<file path="src/rtl/pcm_i2s_tx.sv">
//-----------------------------------------------------------------------------
// pcm_i2s_tx
//
// Stereo PCM-to-I2S serializer. Left/right sample pairs from the CIC
// decimators are queued in a small frame FIFO and shifted out MSB-first in
// Philips I2S format. BCLK and LRCLK are generated locally from clk.
//
// Build option:
//   PCM_I2S_TX_REPEAT_EN  - when defined, an underflowing frame repeats the
//                           last popped stereo pair (0/0 if none since
//                           reset) instead of sending silence.
//
// Parameters:
//   W         sample width in bits (1..SLOT)
//   SLOT      BCLK cycles per channel slot
//   BCLK_DIV  clk cycles per BCLK half-period (>=1)
//   DEPTH     FIFO depth in stereo frames, power of 2 (>=2)
//
// Ports:
//   clk         system clock
//   rst_n       synchronous active-low reset
//   in_valid    single-cycle strobe, pushes {in_left,in_right}
//   in_left     signed left PCM sample
//   in_right    signed right PCM sample
//   clr_flags   clears the overflow/underflow sticky flags
//   i2s_bclk    bit clock
//   i2s_lrclk   word select (0=left, 1=right)
//   i2s_sd      serial data, changes only on BCLK falling edges
//   fifo_level  frames currently buffered
//   overflow    sticky: push dropped while FIFO full
//   underflow   sticky: frame started with FIFO empty
//-----------------------------------------------------------------------------
module pcm_i2s_tx #(
  parameter int W        = 16,
  parameter int SLOT     = 32,
  parameter int BCLK_DIV = 4,
  parameter int DEPTH    = 4
) (
  input  logic                        clk,
  input  logic                        rst_n,
  input  logic                        in_valid,
  input  logic signed [W-1:0]         in_left,
  input  logic signed [W-1:0]         in_right,
  input  logic                        clr_flags,
  output logic                        i2s_bclk,
  output logic                        i2s_lrclk,
  output logic                        i2s_sd,
  output logic [$clog2(DEPTH):0]      fifo_level,
  output logic                        overflow,
  output logic                        underflow
);

  localparam int AW = $clog2(DEPTH);
  localparam int LW = AW + 1;
  localparam int FW = 2 * SLOT;
  localparam int PW = (FW > 1) ? $clog2(FW) : 1;
  localparam int CW = (BCLK_DIV > 1) ? $clog2(BCLK_DIV) : 1;

  localparam logic [CW-1:0] CNT_TC = CW'(BCLK_DIV - 1);
  localparam logic [PW-1:0] P_LAST = PW'(FW - 1);
  localparam logic [PW-1:0] P_WS_LO = PW'(SLOT - 1);
  localparam logic [PW-1:0] P_WS_HI = PW'(FW - 2);
  localparam logic [LW-1:0] LVL_FULL = LW'(DEPTH);

  // Serial bit for slot position pos: the frame is laid out as one FW-bit
  // word {left, pad, right, pad} and position 0 is its MSB.
  function automatic logic slot_bit(input logic [W-1:0]  l,
                                    input logic [W-1:0]  r,
                                    input logic [PW-1:0] pos);
    logic [FW-1:0] fw;
    logic [FW-1:0] sh;
    fw = ({{(FW-W){1'b0}}, l} << (FW - W)) |
         ({{(FW-W){1'b0}}, r} << (SLOT - W));
    sh = fw << pos;
    return sh[FW-1];
  endfunction

  // Word select leads the data by one BCLK: it rises one slot before the
  // right MSB and falls one slot before the left MSB.
  function automatic logic ws_of(input logic [PW-1:0] pos);
    return (pos >= P_WS_LO) && (pos <= P_WS_HI);
  endfunction

  // Bit clock divider
  logic [CW-1:0] cnt;
  logic          cnt_tc;
  logic          fall;

  assign cnt_tc = (cnt == CNT_TC);
  assign fall   = cnt_tc && i2s_bclk;

  always_ff @(posedge clk) begin
    if (!rst_n) begin
      cnt      <= '0;
      i2s_bclk <= 1'b0;
    end else if (cnt_tc) begin
      cnt      <= '0;
      i2s_bclk <= ~i2s_bclk;
    end else begin
      cnt <= cnt + CW'(1);
    end
  end

  // Slot position and frame boundary
  logic [PW-1:0] p;
  logic [PW-1:0] p_next;
  logic          frame_start;

  assign p_next      = (p == P_LAST) ? '0 : p + PW'(1);
  assign frame_start = fall && (p_next == '0);

  always_ff @(posedge clk) begin
    if (!rst_n) begin
      p <= P_LAST;
    end else if (fall) begin
      p <= p_next;
    end
  end

  // Frame FIFO
  logic [2*W-1:0] mem [DEPTH];
  logic [AW-1:0]  wr_ptr;
  logic [AW-1:0]  rd_ptr;
  logic           fifo_empty;
  logic           fifo_full;
  logic           pop;
  logic           push;
  logic           ovf_set;
  logic           unf_set;

  assign fifo_empty = (fifo_level == '0);
  assign fifo_full  = (fifo_level == LVL_FULL);
  assign pop        = frame_start && !fifo_empty;
  // A pop in the same cycle frees a slot, so a push into a full FIFO at a
  // frame start is still accepted.
  assign push       = in_valid && (!fifo_full || pop);
  assign ovf_set    = in_valid && fifo_full && !pop;
  assign unf_set    = frame_start && fifo_empty;

  always_ff @(posedge clk) begin
    if (push) begin
      mem[wr_ptr] <= {in_left, in_right};
    end
  end

  always_ff @(posedge clk) begin
    if (!rst_n) begin
      wr_ptr     <= '0;
      rd_ptr     <= '0;
      fifo_level <= '0;
    end else begin
      if (push) wr_ptr <= wr_ptr + AW'(1);
      if (pop)  rd_ptr <= rd_ptr + AW'(1);
      case ({push, pop})
        2'b10:   fifo_level <= fifo_level + LW'(1);
        2'b01:   fifo_level <= fifo_level - LW'(1);
        default: fifo_level <= fifo_level;
      endcase
    end
  end

  // Frame holding registers: loaded once per frame and indexed by p, so
  // after a pop they also hold the last popped pair.
  logic signed [W-1:0] l_hold;
  logic signed [W-1:0] r_hold;
  logic signed [W-1:0] ld_l;
  logic signed [W-1:0] ld_r;
  logic signed [W-1:0] cur_l;
  logic signed [W-1:0] cur_r;

`ifdef PCM_I2S_TX_REPEAT_EN
  // Set once any pair has been popped since reset; until then an underflow
  // repeats silence rather than stale register contents.
  logic have_last;

  always_ff @(posedge clk) begin
    if (!rst_n) begin
      have_last <= 1'b0;
    end else if (pop) begin
      have_last <= 1'b1;
    end
  end

  always_comb begin
    ld_l = '0;
    ld_r = '0;
    if (!fifo_empty) begin
      {ld_l, ld_r} = mem[rd_ptr];
    end else if (have_last) begin
      ld_l = l_hold;
      ld_r = r_hold;
    end
  end
`else
  always_comb begin
    ld_l = '0;
    ld_r = '0;
    if (!fifo_empty) begin
      {ld_l, ld_r} = mem[rd_ptr];
    end
  end
`endif

  always_ff @(posedge clk) begin
    if (frame_start) begin
      l_hold <= ld_l;
      r_hold <= ld_r;
    end
  end

  // The bit driven at the frame-start fall event must come from the pair
  // being loaded in that same cycle.
  assign cur_l = frame_start ? ld_l : l_hold;
  assign cur_r = frame_start ? ld_r : r_hold;

  // Serial outputs, updated only on BCLK falling edges
  always_ff @(posedge clk) begin
    if (!rst_n) begin
      i2s_lrclk <= 1'b0;
      i2s_sd    <= 1'b0;
    end else if (fall) begin
      i2s_lrclk <= ws_of(p_next);
      i2s_sd    <= slot_bit(cur_l, cur_r, p_next);
    end
  end

  // Sticky flags, set-dominant over clr_flags
  always_ff @(posedge clk) begin
    if (!rst_n) begin
      overflow  <= 1'b0;
      underflow <= 1'b0;
    end else begin
      if (ovf_set)        overflow <= 1'b1;
      else if (clr_flags) overflow <= 1'b0;
      if (unf_set)        underflow <= 1'b1;
      else if (clr_flags) underflow <= 1'b0;
    end
  end

endmodule
</file>
<file path="config.mk">
export PLATFORM = sky130hd
export DESIGN_NAME = pcm_i2s_tx
export DESIGN_NICKNAME = d
export VERILOG_FILES = /design/src/rtl/pcm_i2s_tx.sv
export SDC_FILE = /design/constraint.sdc
export NUM_CORES = 1
export LEC_CHECK = 0
export ABC_AREA = 1
export CAP_MARGIN = 20
export CORE_MARGIN = 1
export CORE_UTILIZATION = 64
export CTS_CLUSTER_SIZE = 8
export DETAILED_ROUTE_END_ITERATION = 7
export GPL_TIMING_DRIVEN = 0
export PLACE_DENSITY = 0.85
export SETUP_SLACK_MARGIN = 0.15
export SKIP_CTS_REPAIR_TIMING = 1
export SLEW_MARGIN = 5
export SYNTH_ARGS = -nofsm -noshare
export SYNTH_HDL_FRONTEND = slang
export SYNTH_SLANG_ARGS = --single-unit
</file>
<file path="constraint.sdc">
create_clock -name clk -period 8.9 [get_ports clk]
set_input_delay 1.78 -clock clk [delete_from_list [all_inputs] [get_ports clk]]
set_output_delay 1.78 -clock clk [all_outputs]
set_load 0.02 [all_outputs]
</file>
==> results of run 1 <==
through the flow:
stage	setup WS [ns]	area (sq um)
floorplan	5.04	7580
global placement	3.36	8190
detailed placement	5.08	8320
CTS	5.53	8880
global route	5.45	8880
finish	5.51	8880
power by group through the flow:
| stage | logic (W) | registers, W | clock network [W] |
|---|---|---|---|
| after floorplan | 0.000131 | 0.00102 | 0 |
| after global placement | 0.000183 | 0.00102 | 0 |
| after detailed placement | 0.000201 | 0.00102 | 0 |
| after CTS | 0.000206 | 0.00100 | 0.000711 |
| after global routing | 0.000230 | 0.00101 | 0.000742 |
| final | 0.000210 | 0.00101 | 0.000708 |
state kept, by name, summed over array words and instances (netlist names), 2 cells and up, named ones only:
signal      cells
l_hold         16
rd_ptr          2
r_hold         16
wr_ptr          2
fifo_level      3
cnt             2
mem           128
p               6
cell type report:
type / count / share of cell area
Buffer: 34 / 0.0176
Clock buffer: 18 / 0.0484
Clock inverter: 13 / 0.0140
Inverter: 57 / 0.0244
Multi-Input combinational cell: 447 / 0.261
Sequential cell: 182 / 0.555
Tap cell: 143 / 0.0202
Timing Repair Buffer: 47 / 0.0601
critical path, cell delays in order:
cell and delay [ns]:
clkdlybuf4s50_1 0.49, inv_1 0.09, a21oi_4 0.16, inv_1 0.21
nor2_4 0.52, buf_16 0.24
worst paths after layout:
kind / from / slack (ns) / cells past startpoint / to
worst min-delay path: cnt[0]$_SDFF_PP0_ / 0.43 / 1 / cnt[0]$_SDFF_PP0_
worst min register to register: cnt[0]$_SDFF_PP0_ / 0.43 / 1 / cnt[0]$_SDFF_PP0_
worst max-delay path: in_valid / 5.51 / 6 / mem[3][27]$_DFFE_PP_
worst max register to register: p[1]$_SDFFE_PN1P_ / 5.72 / 13 / mem[3][27]$_DFFE_PP_
cells in the final DEF, fill, tap and decap left out, types with 4 or more instances in the layout:
master           count
a22oi_1              4
a21oi_1             12
o22ai_1             24
clkdlybuf4s50_1     43
and2_1              11
nand3_1             91
clkbuf_16           17
edfxtp_1           128
nor2_4               5
o22a_1               9
clkbuf_1            25
nand2_1            119
ha_1                 9
inv_1               53
o21bai_1            11
o21a_1               8
o21ai_1              8
dfxtp_1             54
nor2_1              61
buf_2                5
clkinvlp_4           4
o21ai_0             60
cells by family (layout without fill, tap and decap cells):
family | after synthesis | after routing | synth area share
compound gates | 138 | 138 | 0.109
fa+ha+maj | 10 | 10 | 0.0175
buf+inv | 91 | 169 | 0.0492
flops | 182 | 182 | 0.650
simple gates | 299 | 299 | 0.175
metal layers:
| layer | routed length, um | part of all wire |
|---|---|---|
| met5 | 0 | 0 |
| met2 | 9100 | 0.50 |
| met4 | 735 | 0.041 |
| met3 | 1600 | 0.088 |
| met1 | 6650 | 0.37 |
==> metrics, run 1 <==
vias in the first global route a little under 6000; top_reg_cell synth edfxtp_1; syn_nets between 700 and 800; Worst setup SP type primary input; Post-Route WL 18100 um; Synth top area share 0.507; initial drt markers 715; Vias/cell 6.13; residual DRC count 0; Non-Filler Instances between 900 and 1000; Max Cap Violations 0; library cells used by synthesis 34; fin nets 832; synthesized area 0.00758 sq mm; Root Driver clkbuf_16; clk sinks about 180; global-route wire length before repair 28800 um; H-tree depth 4; TritonCTS Buffers 17; Post-synth top cells edfxtp_1, nand2_1, nand3_1; pwr dens 217 mW/mm^2; ANT nets after route 0; Clock Tree Buf Depth 2; Min Clock Period, post-route 3.39 ns; unrepaired setup endpoints after global routing no; num rows 39; register area share after synthesis 0.650; synth top area cells edfxtp_1, dfxtp_1, nand3_1; clk_skew around 0.012 ns; Crit Path Class primary input to flip-flop; final setup fails 0; GP Congestion 0.933; Syn-to-layout area delta 17.1%; clock slew seen by the registers of the worst setup and hold paths 0.06 ns; met2 Track Usage GR 0.511; Final HPWL DP between 10000 and 15000 um; worst skew pair latency about 0.44 ns; WP data required ~9.0 ns; share of cells above drive strength 1 0.0764; met3 Use GR 0.0683; TritonRoute pass-1 iters 5; internal power about 0.0015 W; Hold WC Path Type flip-flop to flip-flop; Flop pwr share 0.523; synth warn 0; Overall Power 0.00192 W; Die X 111 um; hold slack 0.430 ns; cell taking the most area after synthesis edfxtp_1; power share of the combinational group 0.109; Filler cells about 700; total congestion overflow 0; initial antenna violation count 0; n_diodes 0; Leakage Power 3.38 nW; met1 GRT Util 0.364; placed cells 910; crit share post-route 0.381; Slew Viols, Final 0; Sw Share 0.241; worst vdd ir roughly 0.23 mV; Die Height 111 um; crit path capture type flip-flop; total number of vias 5766; Slew Limit Headroom 0.549; CTS tree done; Core ar. 0.0115 sq mm; Core Util, Final 0.774; Multi-input gate area around 0.0023 sq mm; Mapped Avg Cell Area 10.5 sq um; EDFF count, synth 128; global-route layer with the greatest usage met2; arrival time worst endpoint 3.53 ns; post-route setup TNS 0 ns; Final Hold Fails 0; P_sw 0.000464 W; I/O Buffers 43; Worst-Margin Slew 0.673 ns; Reg area ~0.005 sq mm; f_max 0.295 GHz; Synth async-reset ratio 0; largest net degree at the start of global routing 28; Avg WL per Cell 19.2 um; Synth Register Bits 182; Syn Inst Count 720; Global Route Usage Sum 0.310; Starting Density 0.661; Boundary Pins 44; status complete, no violations; die area ~0.012 sq mm; most common cell in the netlist edfxtp_1; CP max FO 19; Clk pwr share 0.368
Note: power is estimated with default switching activity, not from simulation.
==> run 2, diff against run 1 <==
- CORE_UTILIZATION: 64 -> 59
- PLACE_DENSITY: 0.85 -> 0.79
- clock period: 8.9 -> 3.5 ns (I/O delays scaled with it)
==> run 2 against run 1 <==
Net effect:
- first-iteration DRC count fell by 26%
- final cell count increased by 3.2%
- total power grew to 2.7 times the previous value
- via count fell by 2.0%
- non-clock buffer count unchanged
- clock power increased to 3.0 times the previous value
- utilization fell by 5.8 points
- clock-buffer cell count stayed put
- design area is 1.4% higher
- die area is 8.3% higher
- sequential share of layout area shrank 0.79 points
- setup slack worse by 5.1 ns
==> metrics, run 2 (same netlist as run 1, synthesis figures left out) <==
status complete, no violations (unchanged); final setup fails 0 (unchanged); pwr dens 578 mW/mm^2 (was 217 mW/mm^2); Worst path slowest cell nor2_4 (unchanged); Final WS setup 0.407 ns (was 5.51 ns); total congestion overflow 0 (unchanged); Global Route Usage Sum 0.281 (was 0.310); total number of vias 5651 (was 5766); f_max 0.323 GHz; I/O Buffers 43 (unchanged); vias in the first global route 5507 (was 5883); worst skew pair latency 0.44 ns (about the same); die area 0.0133 sq mm (was 0.0123 sq mm); reg2reg end mem[2][15]$_DFFE_PP_ (was mem[3][27]$_DFFE_PP_); most common cell after layout, fill and taps aside edfxtp_1 (unchanged); Die X 115 um (was 111 um); R2R setup slack 0.41 ns (was 5.72 ns); fin nets 832 (unchanged); crit path capture type flip-flop (unchanged); worst-path cell chain ha_1 -> nand2_2 -> nor2_4 -> nand2_1 -> nand3_2 -> nand2_2 -> nor2_8 -> inv_4 -> buf_6 -> a21oi_4 -> inv_1 -> nor2_4 -> buf_16 (was clkdlybuf4s50_1 -> inv_1 -> a21oi_4 -> inv_1 -> nor2_4 -> buf_16); worst hold start cnt[0]$_SDFF_PP0_ (unchanged); Filler cells 847 (was 692); CP delay by family, top simple AND/OR/NAND/NOR gates (was buffers and inverters); Hold Path End cnt[0]$_SDFF_PP0_ (unchanged); global-route wire length before repair 27600 um (was 28800 um); Boundary Pins 44 (unchanged); Min Clock Period, post-route 3.09 ns; Die Height 115 um (was 111 um); arrival time worst endpoint 3.23 ns (was 3.53 ns); Hold WC Path Type flip-flop to flip-flop (unchanged); Avg WL per Cell 18.2 um (was 19.2 um); num rows 41 (was 39); ANT nets after route 0 (unchanged); Final Hold Fails 0 (unchanged); unrepaired setup endpoints after global routing no (unchanged); WP data required 3.64 ns (was 9.04 ns); Worst setup SP type flip-flop (was primary input); Post-Route WL 17600 um (was 18100 um); CP max FO 19 (unchanged); setup slack at placement 0.439 ns (was 5.08 ns); initial drt markers 526 (was 715); Worst-Margin Slew 0.686 ns (was 0.673 ns); commonest cells after routing, fill and taps aside edfxtp_1, nand2_1, nand3_1, nor2_1, o21ai_0 (unchanged); CTS tree done (unchanged); R2R cell count 13 (unchanged); Starting Density 0.603 (was 0.661); GP Congestion 0.872 (was 0.933); hold slack 0.425 ns (was 0.430 ns); largest net degree at the start of global routing 29 (was 28); max reg flops 128 (unchanged); Core ar. 0.0126 sq mm (was 0.0115 sq mm); biggest regs mem x128, l_hold x16, r_hold x16 (unchanged); Slew Viols, Final 0 (unchanged); Slew Limit Headroom 0.540 (was 0.549); clk sinks 182 (unchanged); Syn-to-layout area delta 18.8% (was 17.1%); TritonCTS Buffers 17 (unchanged); residual DRC count 0 (unchanged); Leakage Power 3.42 nW (was 3.38 nW); reg2reg start p[1]$_SDFFE_PN1P_ (unchanged); Final HPWL DP 11600 um (was 12000 um); initial antenna violation count 0 (unchanged); Worst path max stage delay 0.48 ns (was 0.52 ns); Clock Tree Buf Depth 2 (unchanged); H-tree depth 4 (unchanged); crit share post-route 0.884; Critical path buffers and inverters 4 (unchanged); Most flops, register mem (unchanged); WHS Path Cells 1 (unchanged); share of cells above drive strength 1 0.0751 (was 0.0764); clock slew seen by the registers of the worst setup and hold paths 0.06 ns (about the same); Root Driver clkbuf_16 (unchanged); Max Cap Violations 0 (unchanged); Vias/cell 5.82 (was 6.13); TritonRoute pass-1 iters 5 (unchanged); n_diodes 0 (unchanged); Crit Path Class flip-flop to flip-flop (was primary input to flip-flop); worst vdd ir 0.370 mV (was 0.234 mV); clk_skew 0.0120 ns (was 0.0116 ns)
==> run 2: cell types whose count changed in the layout (fill, tap and decap cells not counted), sizes merged <==
| cell | delta |
|---|---|
| clkinvlp | -2 |
| bufinv | +5 |
| clkinv | +1 |
| inv | -3 |
==> run 2: cell type report <==
| cell class | count | area [sq um] | share of cell area |
|---|---|---|---|
| clock inverter | 14 | 230 | 0.0256 |
| multi-input combinational | 447 | 2310 | 0.257 |
| buffer | 34 | 156 | 0.0174 |
| timing repair buffer | 47 | 518 | 0.0575 |
| clock buffer | 18 | 429 | 0.0477 |
| tap | 172 | 215 | 0.0239 |
| inverter | 57 | 216 | 0.0240 |
| sequential | 182 | 4920 | 0.547 |
==> run 2: power breakdown <==
part           leakage (nW)  internal (W)  switching, W
Sequential             1.62       0.00250     0.0000564
Clock                 0.315       0.00133      0.000796
Combinational          1.49      0.000231      0.000296
==> run 2: worst max path at each step <==
stage	startpoint	to	slack (ns)	cells after the start
finish	p[1]$_SDFFE_PN1P_	mem[2][15]$_DFFE_PP_	0.41	13
CTS	p[1]$_SDFFE_PN1P_	mem[2][15]$_DFFE_PP_	0.41	13
global placement	p[1]$_SDFFE_PN1P_	mem[3][28]$_DFFE_PP_	-1.31	12
global route	p[1]$_SDFFE_PN1P_	mem[2][15]$_DFFE_PP_	0.20	13
floorplan	p[1]$_SDFFE_PN1P_	mem[1][0]$_DFFE_PP_	0.05	12
detailed placement	p[1]$_SDFFE_PN1P_	mem[2][15]$_DFFE_PP_	0.44	13
==> run 2: metrics by stage <==
step / utilization / setup TNS, ns / total power, W / instances / area (sq um)
after floorplan: - / 0 / 0.00292 / 720 / 7580
after global placement: 0.655 / -152.78 / 0.00306 / 935 / 8230
after detailed placement: 0.664 / 0 / 0.00311 / 939 / 8340
after CTS: 0.716 / 0 / 0.00520 / 971 / 9000
after global routing: 0.716 / 0 / 0.00537 / 971 / 9000
final: 0.716 / 0 / 0.00521 / 971 / 9000
==> run 2: metal layers <==
layer,vias up,share of wire,track usage
met1,2712,0.41,0.360
met2,270,0.50,0.455
li1,2635,-,-
met3,34,0.070,0.0627
met4,0,0.022,0.132
met5,-,0,0
==> run 3, diff against run 2 <==
- SLEW_MARGIN: 5 -> 20
==> run 3 against run 2 <==
Net effect:
- via count rose by 0.12%
- sequential power barely moved
- utilization fell by 0.40 points
- sequential cell count did not move
- clock-buffer cell count fell by 1
- register-to-register slack barely moved
- critical path depth did not move
==> metrics, run 3 (same netlist as run 1, synthesis figures left out) <==
ANT nets after route 0 (unchanged); Vias/cell 5.83 (was 5.82); unrepaired setup endpoints after global routing no (unchanged); global-route wire length before repair 27300 um (was 27600 um); total congestion overflow 0 (unchanged); Flop pwr share 0.508 (was 0.490); worst hold start cnt[0]$_SDFF_PP0_ (unchanged); Post-Route WL 17300 um (was 17600 um); fin nets 832 (unchanged); die area 0.0133 sq mm (unchanged); Hold WC Path Type flip-flop to flip-flop (unchanged); Syn-to-layout area delta 18.1% (was 18.8%); n_diodes 0 (unchanged); P_sw 0.00117 W (was 0.00115 W); crit path capture type flip-flop (unchanged); Slew Viols, Final 0 (unchanged); CP delay by family, top simple AND/OR/NAND/NOR gates (unchanged); share of cells above drive strength 1 0.0776 (was 0.0751); Clock Tree Buf Depth 2 (unchanged); clk_skew 0.00976 ns (was 0.0120 ns); internal power 0.00385 W (was 0.00406 W); biggest regs mem x128, l_hold x16, r_hold x16 (unchanged); Worst path max stage delay 0.47 ns (was 0.48 ns); Max Cap Violations 0 (unchanged); H-tree depth 4 (unchanged); Most flops, register mem (unchanged); post-route setup TNS 0 ns (unchanged); Die X 115 um (unchanged); commonest cells after routing, fill and taps aside edfxtp_1, nand2_1, nand3_1, nor2_1, o21ai_0 (unchanged); status complete, no violations (unchanged); clk sinks 182 (unchanged); pwr dens 561 mW/mm^2 (was 578 mW/mm^2); Worst path slowest cell nor2_4 (unchanged); Starting Density 0.603 (unchanged); num rows 41 (unchanged); Avg WL per Cell 17.8 um (was 18.2 um); max reg flops 128 (unchanged); Global Route Usage Sum 0.278 (was 0.281); Clk pwr share 0.388 (was 0.409); Crit Path Class flip-flop to flip-flop (unchanged); Slew Limit Headroom 0.539 (was 0.540); CTS tree done (unchanged); f_max 0.323 GHz (about the same); final setup fails 0 (unchanged); Min Clock Period, post-route 3.09 ns (about the same); Die Height 115 um (unchanged); largest net degree at the start of global routing 24 (was 29); total number of vias 5658 (was 5651); Leakage Power 3.40 nW (was 3.42 nW); power share of the combinational group 0.104 (was 0.101); CP max FO 21 (was 19); initial antenna violation count 0 (unchanged); worst skew pair latency 0.44 ns (about the same); TritonRoute pass-1 iters 5 (unchanged); vias in the first global route 5514 (was 5507); Boundary Pins 44 (unchanged); most common cell after layout, fill and taps aside edfxtp_1 (unchanged); arrival time worst endpoint 3.23 ns (about the same); initial drt markers 518 (was 526); Worst-Margin Slew 0.688 ns (was 0.686 ns); Worst setup SP type flip-flop (unchanged); worst-path cell chain ha_1 -> nand2_2 -> nor2_4 -> nand2_1 -> nand3_2 -> nand2_2 -> nor2_8 -> inv_4 -> buf_6 -> a21oi_4 -> inv_1 -> nor2_4 -> buf_16 (unchanged); Critical path buffers and inverters 4 (unchanged); WP data required 3.64 ns (about the same); worst vdd ir 0.370 mV (about the same); crit path from p[1]$_SDFFE_PN1P_ (unchanged); Core ar. 0.0126 sq mm (unchanged); Sw Share 0.233 (was 0.220); Final Hold Fails 0 (unchanged); crit share post-route 0.883 (was 0.884); I/O Buffers 43 (unchanged); clock slew seen by the registers of the worst setup and hold paths 0.06 ns (about the same); Core Util, Final 0.712 (was 0.716); Root Driver clkbuf_16 (unchanged); reg2reg start p[1]$_SDFFE_PN1P_ (unchanged); GP Congestion 0.872 (unchanged); TritonCTS Buffers 17 (unchanged); Final HPWL DP 11700 um (was 11600 um); residual DRC count 0 (unchanged)
==> run 3: power by group through the flow <==
| stage | logic, W | clock network, W | registers [W] |
|---|---|---|---|
| after global routing | 0.000581 | 0.00204 | 0.00257 |
| after detailed placement | 0.000510 | 0 | 0.00260 |
| after floorplan | 0.000333 | 0 | 0.00259 |
| after global placement | 0.000469 | 0 | 0.00259 |
| after CTS | 0.000517 | 0.00195 | 0.00255 |
| final | 0.000522 | 0.00195 | 0.00255 |
==> run 3: path summary, 6_finish.rpt <==
check,cells past startpoint,slack (ns),to
max,13,0.41,mem[3][8]$_DFFE_PP_
min,1,0.43,cnt[0]$_SDFF_PP0_
max reg2reg,13,0.41,mem[3][8]$_DFFE_PP_
min reg2reg,1,0.43,cnt[0]$_SDFF_PP0_
==> run 3: cell type report <==
type	count	area, sq um
Sequential cell	182	4920
Fill cell	885	3610
Multi-Input combinational cell	447	2310
Timing Repair Buffer	47	526
Clock buffer	17	425
Inverter	57	216
Tap cell	172	215
Clock inverter	15	176
Buffer	34	156
==> run 3: through the flow <==
step / instance area (sq um) / power [W] / setup slack [ns] / instances / hold slack [ns]
after floorplan: 7580 / 0.00292 / 0.0458 / 720 / 0.404
after global placement: 8230 / 0.00306 / -1.31 / 935 / 0.413
after detailed placement: 8350 / 0.00311 / 0.425 / 939 / 0.418
after CTS: 8950 / 0.00503 / 0.419 / 971 / 0.430
after global routing: 8950 / 0.00519 / 0.234 / 971 / 0.456
final: 8950 / 0.00502 / 0.408 / 971 / 0.426
==> run 3: layer usage <==
metal / vias to the layer above / GRT usage / part of all wire
met5: - / 0 / 0
met4: 0 / 0.113 / 0.019
met3: 32 / 0.0564 / 0.073
met2: 269 / 0.468 / 0.50
met1: 2721 / 0.355 / 0.40
li1: 2636 / - / -
